[src/rtl/encoder_seq.sv]
// rtl/encoder_seq.sv - sequential priority encoder, emits set-bit indices highest first
//
// Captures a WIDTH-bit request vector on load. It then presents the index of
// each set bit on y, highest index first, one code per valid/ready handshake.
//
// Optional feature macro: ENC_COUNT_EN
//   When defined, this adds the output cnt. cnt holds the number of codes that
//   have not yet been accepted.
//
// Ports:
//   clk    in   rising-edge clock
//   rst    in   synchronous reset, active-high
//   i      in   request vector, sampled only on an accepted load
//   load   in   capture strobe; honoured only while idle
//   y      out  index of the highest pending bit
//   valid  out  y holds a code
//   ready  in   consumer accepts y when valid && ready
//   busy   out  pending vector non-zero
//   done   out  one-cycle pulse after the last code is accepted
//   none   out  one-cycle pulse when a load captured all-zero
//   cnt    out  remaining code count (ENC_COUNT_EN only)

module encoder_seq #(
    parameter int WIDTH  = 8,
    parameter int CODE_W = 3
) (
    input  logic              clk,
    input  logic              rst,
    input  logic [WIDTH-1:0]  i,
    input  logic              load,
    output logic [CODE_W-1:0] y,
    output logic              valid,
    input  logic              ready,
    output logic              busy,
    output logic              done,
    output logic              none
`ifdef ENC_COUNT_EN
    ,
    output logic [CODE_W:0]   cnt
`endif
);

    generate
        if (WIDTH < 2 || WIDTH > 64 || (1 << CODE_W) != WIDTH) begin : g_bad_param
            $error("encoder_seq: WIDTH must be a power of two in 2..64 and CODE_W = log2(WIDTH)");
        end
    endgenerate

    typedef enum logic {IDLE, SEND} state_t;

    state_t             state_q, state_d;
    logic [WIDTH-1:0]   pending_q, pending_d;
    logic [CODE_W-1:0]  y_q, y_d;
    logic               done_q, done_d;
    logic               none_q, none_d;
    logic [WIDTH-1:0]   pend_clr;

    // Index of the highest set bit. An all-zero vector yields 0, so y rests
    // at 0 once the vector is empty.
    function automatic logic [CODE_W-1:0] msb_index(input logic [WIDTH-1:0] v);
        logic [CODE_W-1:0] r;
        r = '0;
        for (int k = 0; k < WIDTH; k++) begin
            if (v[k]) r = CODE_W'(k);
        end
        return r;
    endfunction

`ifdef ENC_COUNT_EN
    logic [CODE_W:0] cnt_q, cnt_d;

    function automatic logic [CODE_W:0] popcount(input logic [WIDTH-1:0] v);
        logic [CODE_W:0] c;
        c = '0;
        for (int k = 0; k < WIDTH; k++) begin
            c = c + (CODE_W+1)'(v[k]);
        end
        return c;
    endfunction
`endif

    // This is the pending vector with the bit currently shown on y removed.
    assign pend_clr = pending_q & ~(WIDTH'(1) << y_q);

    always_comb begin
        state_d   = state_q;
        pending_d = pending_q;
        y_d       = y_q;
        done_d    = 1'b0;
        none_d    = 1'b0;
`ifdef ENC_COUNT_EN
        cnt_d     = cnt_q;
`endif
        case (state_q)
            IDLE: begin
                if (load) begin
                    pending_d = i;
                    y_d       = msb_index(i);
`ifdef ENC_COUNT_EN
                    cnt_d     = popcount(i);
`endif
                    if (i != '0) state_d = SEND;
                    else         none_d  = 1'b1;
                end
            end
            SEND: begin
                // A load is ignored here. This includes a load in the same
                // cycle as the final accept.
                if (ready) begin
                    pending_d = pend_clr;
                    y_d       = msb_index(pend_clr);
`ifdef ENC_COUNT_EN
                    cnt_d     = cnt_q - 1'b1;
`endif
                    if (pend_clr == '0) begin
                        state_d = IDLE;
                        done_d  = 1'b1;
                    end
                end
            end
            default: state_d = IDLE;
        endcase
    end

    always_ff @(posedge clk) begin
        if (rst) begin
            state_q   <= IDLE;
            pending_q <= '0;
            y_q       <= '0;
            done_q    <= 1'b0;
            none_q    <= 1'b0;
`ifdef ENC_COUNT_EN
            cnt_q     <= '0;
`endif
        end else begin
            state_q   <= state_d;
            pending_q <= pending_d;
            y_q       <= y_d;
            done_q    <= done_d;
            none_q    <= none_d;
`ifdef ENC_COUNT_EN
            cnt_q     <= cnt_d;
`endif
        end
    end

    assign y     = y_q;
    assign valid = (state_q == SEND);
    assign busy  = (pending_q != '0);
    assign done  = done_q;
    assign none  = none_q;
`ifdef ENC_COUNT_EN
    assign cnt   = cnt_q;
`endif

endmodule
[config.mk]
export PLATFORM = sky130hd
export DESIGN_NAME = encoder_seq
export DESIGN_NICKNAME = d
export VERILOG_FILES = /design/src/rtl/encoder_seq.sv
export SDC_FILE = /design/constraint.sdc
export NUM_CORES = 1
export LEC_CHECK = 0
export BUFFER_PORTS_ARGS = -buffer_cell sky130_fd_sc_hd__clkbuf_2
export CORE_UTILIZATION = 45
export DETAILED_ROUTE_END_ITERATION = 6
export GPL_TIMING_DRIVEN = 0
export PLACE_DENSITY = 0.68
export SLEW_MARGIN = 20
export SYNTH_ARGS = -nofsm -noshare
export SYNTH_HDL_FRONTEND = slang
export SYNTH_SLANG_ARGS = --single-unit
[constraint.sdc]
create_clock -name clk -period 1.6 [get_ports clk]
set_input_delay 0.16 -clock clk [delete_from_list [all_inputs] [get_ports clk]]
set_output_delay 0.16 -clock clk [all_outputs]
set_load 0.005 [all_outputs]
# Word level (Yosys, flattened, before mapping)
# Cells that the tools add are included.
[totals] mem_count=0 register_bits=14 output_inout_bits=7 mem_bits_ro=0 ramBits=0 latchBits=0
[op_classes] n_eq_ne=2 n_mux=27 magnitude_cmp=0 n_reduce_logical=6 n_div=0 bitwise_logic=5 shift=1 n_mul=0 add_sub_neg=0
[ops] op="$mux W3" count=14
[ops] op="$mux W8" count=2
[ops] op="$pmux W8 S2" count=1
[ops] op="$reduce_bool A8 Y1" count=2
[ops] op="$and A8 B8 Y8" count=1
[ops] op="$logic_not A8 Y1" count=1
[ops] op="$mux W1" count=8
[ops] op="$not A8 Y8" count=1
[ops] op="$shl A1 B3 Y8 const A" count=1
[ops] op="$pmux W3 S2" count=1
[ops] op="$reduce_or A3 Y1" count=2
[ops] op="$ne A2 B2 Y1 const B" count=2
[ops] op="$not A1 Y1" count=3
[ops] op="$pmux W1 S2" count=1
[ops] op="$reduce_and A2 Y1" count=1

# Depth between registers and ports, before layout
[logic_depth] depth_word=12 depth_mapped=6 mapped_depth_nobuf=5

# Least setup slack after synthesis
# No wires, ideal clock.
[synth_timing] kind="register to register" startpoint="register y_q[2], in the netlist y[2]" endpoint="register y_q[0], in the netlist y[0]" stages_incl_launch_ff=7 required_ns=1.509 path_slack_ns=0.093 setup_ns=0.091 t_arrival_ns=1.416 period_less_slack_ns=1.507 cell_sequence="dfxtp_1 -> buf_2 -> and3b_1 -> o21ai_0 -> o21ai_1 -> or3_1 -> a311oi_1"
[synth_via] elab_chain_cells=12
[synth_rtl] element="start, declared" line="53" rtl="logic [CODE_W-1:0] y_q, y_d;"
[synth_rtl] element="start signal, assigned" line="138" rtl="y_q <= y_d;"
[synth_rtl] element="$shl A1 B3 Y8 *" line="83" rtl="assign pend_clr = pending_q & ~(WIDTH'(1) << y_q);"
[synth_rtl] element="$not A8 Y8 *" line="83"
[synth_rtl] element="$and A8 B8 Y8 *" line="83"
[synth_rtl] element="$mux W1" line="64" rtl="if (v[k]) r = CODE_W'(k);"
[synth_rtl] element="$mux W3 (5 in series)" line="64"
[synth_rtl] element="$mux W3 *" line="64"
[synth_rtl] element="$mux W3 *" line="109" rtl="if (ready) begin"
[synth_rtl] element="$pmux W3 S2 *" line="94" rtl="case (state_q)"
# Mark *: on every way between the ends. The rest lies on a longest branch, timed or not. The select of a mux whose other input is x is not followed.
# A chain may end at the register's enable or synchronous reset.

# Final worst setup path
[layout_timing] startpoint="register y_q[0], in the netlist y[0]" endpoint="register done_q, in the netlist done"
[layout_via] elab_chain_cells=5
[layout_rtl] element="$shl A1 B3 Y8" line="83"
[layout_rtl] element="$not A8 Y8" line="83"
[layout_rtl] element="$and A8 B8 Y8" line="83"
[layout_rtl] element="$logic_not A8 Y1" line="115" rtl="if (pend_clr == '0) begin"
[layout_rtl] element="$mux W1" line="115"
[layout_rtl] element="end signal, assigned" line="139" rtl="done_q <= done_d;"
[layout_rtl] element="end, declared" line="54" rtl="logic done_q, done_d;"
# No other way between the ends.

==> metrics.md <==
| Metric | Value |
|---|---|
| Post-route ant nets | `0` |
| Max-cap violation count | `0` |
| Final clock skew | `0.00276 ns` |
| DRT iter0 DRCs | `44` |
| Switching pwr | `0.321 mW` |
| Slew @ Worst Pin | `0.513 ns` |
| Core Region | `~0.0017 mm2` |
| Share of cells above drive strength 1 | `about 30%` |
| Slew headroom | `around 66%` |
| Crit path launch type | `flip-flop` |
| CTS tree | `built` |
| Critical Path AT | `1.77 ns` |
| Combinational power share | `around 30%` |
| Worst setup path endpoint | `done$_SDFF_PP0_` |
| Hold/Removal Path Class | `input pin to flip-flop` |
| Mean Syn Cell Area | `about 7.4 um2` |
| Switch share | `between 30% and 40%` |
| WL/cell | `approximately 15 um` |
| CTS Buffer Depth | `2` |
| Total gr overflow | `0` |
| Vias in the first global route | `792` |
| Fin crit period | `roughly 1.5 ns` |
| Final worst path period share | `a little over nine tenths` |
| Status | `complete, no violations` |
| ANT cells | `0` |
| DRC violations left | `0` |
| Largest net degree at the start of global routing | `11` |
| Vias | `971` |
| CTS Sinks | `14` |
| RR Startpoint | `y[0]$_SDFFE_PP0P_` |
| Post-synth cell types | `33` |
| Crit Reg-Reg Endpoint | `done$_SDFF_PP0_` |
| Clk Latency, worst-skew pair | `0.28 ns` |
| Sequential share of power | `about 43%` |
| Synthesized net count | `approximately 130` |
| Pwr per Cell Area | `a little under 900 mW/mm2` |
| CP max FO | `7` |
| Number of synthesized flops with an enable pin | `0` |
| Crit path required time | `approximately 1.8 ns` |
| Rows | `15` |
| Initial antenna violation count | `0` |
| Placed instance count | `about 160` |
| Fill count | `approximately 170` |
| Net total in the final layout | `around 150` |
| Die ar. | `0.00207 mm2` |
| Synth Flop Type | `dfxtp_1` |
| Crit Path Category | `flip-flop to flip-flop` |
| Async SR Flop Fraction | `0%` |
| VDD IR max | `roughly 0.00045 V` |
| Vias per Instance | `approximately 6.0` |
| Post-Syn Area | `~850 um2` |
| Endpoints failing setup | `0` |
| PortBufs | `18` |
| Clock power frac | `a little over a quarter` |
| HPWL after DPL | `around 1800 um` |
| Routability cong. | `0.869` |
| CP Capture Type | `flip-flop` |
| Ys Warns | `0` |
| CTS buffer count | `3` |
| Initial DRT Pass Iterations | `4` |
| Final-report hold violation count | `0` |
| Sequential element share of the synthesized area | `between 30% and 40%` |
| R2R setup slack | `0.06 ns` |
| CP Launch Point | `y[0]$_SDFFE_PP0P_` |
| Area growth, synth to finish | `27.0%` |
| Final Non-Filler Cells | `roughly 160` |
| Die H | `45.5 um` |
| Depth of the most critical reg-to-reg path | `5` |
| Leak Pwr | `~0.44 nW` |
| Routed WL | `about 2400 um` |
| Total GRT Usage | `around a quarter` |
| Max Fclk | `roughly 650 MHz` |
| Utilization after layout | `62.0%` |
| Power Internal | `approximately 0.65 mW` |
| Max-slew violations | `0` |
| Number of H-tree levels | `1` |
| Die W | `around 46 um` |
| Hold_buf cts | `0` |
| Final worst slack | `between 0.05 and 0.06 ns` |
| Reg clk slew, reported paths | `~0.090 ns` |
| Yosys reg bits | `14` |
| RSZ-0062 raised after global routing | `true` |
| Dpl ws | `-0.0847 ns` |
| Initial Util | `approximately half` |
| Mapped Cells | `~120` |
| First-pass GRT wire length | `about 3700 um` |
| Root Buffer | `clkbuf_4` |
| # IOs | `19` |
-- cell type report --
cell class	count	area, um2	area share, %
Multi-Input combinational cell	91	563	52.0
Sequential cell	14	289	26.7
Timing Repair Buffer	20	105	9.71
Buffer	5	42.5	3.93
Clock buffer	4	36.3	3.35
Tap cell	25	31.3	2.89
Inverter	4	15.0	1.39
-- cells in the mapped netlist (all sizes together) (2+ instances only) --
cell type | n | share of area [%]
a21o | 3 | 2.6
a21oi | 11 | 6.9
a31oi | 3 | 2.2
buf | 4 | 2.3
clkbuf | 2 | 0.88
dfxtp | 14 | 33
inv | 4 | 1.8
mux2i | 2 | 2.3
nand2 | 11 | 4.8
nand2b | 4 | 2.9
nand3 | 3 | 1.8
nor2 | 16 | 7.0
nor2b | 3 | 2.2
nor3 | 6 | 4.1
nor4 | 3 | 2.2
o211ai | 2 | 1.8
o21ai | 8 | 4.7
o311ai | 3 | 3.1
or3 | 2 | 1.5
-- registers in the layout, summed over array words and instances, names as in the netlist --
name and flops:
valid 1, pending_q 8, done 1, none 1
y 3
-- kinds of logic after synthesis --
| family | count (synthesis) | share of synthesized area [%] |
|---|---|---|
| buffers and inverters | 10 | 4.99 |
| multiplexers | 2 | 2.35 |
| AND/OR/NAND/NOR | 52 | 31.3 |
| flip-flops | 14 | 32.9 |
| AO/OA/AOI/OAI | 37 | 28.5 |
-- power by group through the flow --
stage	registers, mW	clock network, mW	logic, mW
after floorplan	0.409	0	0.167
after global placement	0.415	0	0.247
after detailed placement	0.416	0	0.248
after CTS	0.410	0.266	0.256
after global routing	0.422	0.278	0.315
final	0.416	0.264	0.287
-- per-stage QoR --
step	power, mW	cell area [um2]	hold slack (ns)	setup TNS (ns)
floorplan	0.577	852	0.232	0
global placement	0.663	973	0.419	-0.217
detailed placement	0.664	973	0.420	-0.260
CTS	0.931	1020	0.111	0
global route	1.02	1080	0.121	-0.0300
finish	0.967	1080	0.120	0
-- cells in the final DEF (no fill, tap or decap), drive strengths merged, types with 2 or more instances in the layout --
cell / synthesis / final
o21ai: 8 / 8
nor2b: 3 / 3
clkbuf: 2 / 23
dfxtp: 14 / 14
o311ai: 3 / 3
a21o: 3 / 3
a31oi: 3 / 3
nand2b: 4 / 4
nand2: 11 / 11
buf: 4 / 6
nor3: 6 / 6
a21oi: 11 / 11
nand3: 3 / 3
mux2i: 2 / 2
nor2: 16 / 16
inv: 4 / 4
o211ai: 2 / 2
nor4: 3 / 3
or3: 2 / 2
-- worst min-delay path by stage --
| stage | start | to | slack, ns | cells past startpoint |
|---|---|---|---|---|
| finish | rst | y[0]$_SDFFE_PP0P_ | 0.12 | 2 |
| CTS | rst | done$_SDFF_PP0_ | 0.11 | 2 |
| floorplan | rst | done$_SDFF_PP0_ | 0.23 | 1 |
| global placement | rst | done$_SDFF_PP0_ | 0.42 | 2 |
| detailed placement | rst | done$_SDFF_PP0_ | 0.42 | 2 |
| global route | rst | done$_SDFF_PP0_ | 0.12 | 2 |
-- metal layers --
layer  share of wire [%]  routed length (um)  vias to the layer above  global-route usage [%]
met2                  47                1140                       40                    37.1
met1                  45                1090                      456                    36.1
met5                   0                   0                        -                       0
li1                    -                   -                      469                       -
met4                 1.6                  39                        0                    8.48
met3                 6.8                 166                        6                    4.76
-- worst max-delay path: stages, from the launching register on --
cell	delay, ns
dfxtp_2	0.41
mux2i_1	0.20
a31oi_1	0.12
or2_2	0.32
nor4_2	0.27
nor2b_1	0.16
-- what timing repair did --
action,in CTS,in global routing
setup buffers,0,2
gates cloned,0,0
resized for setup,6,12
pin swaps,2,2
setup endpoints to repair,4,5
Note: power is estimated with default switching activity, not from simulation.
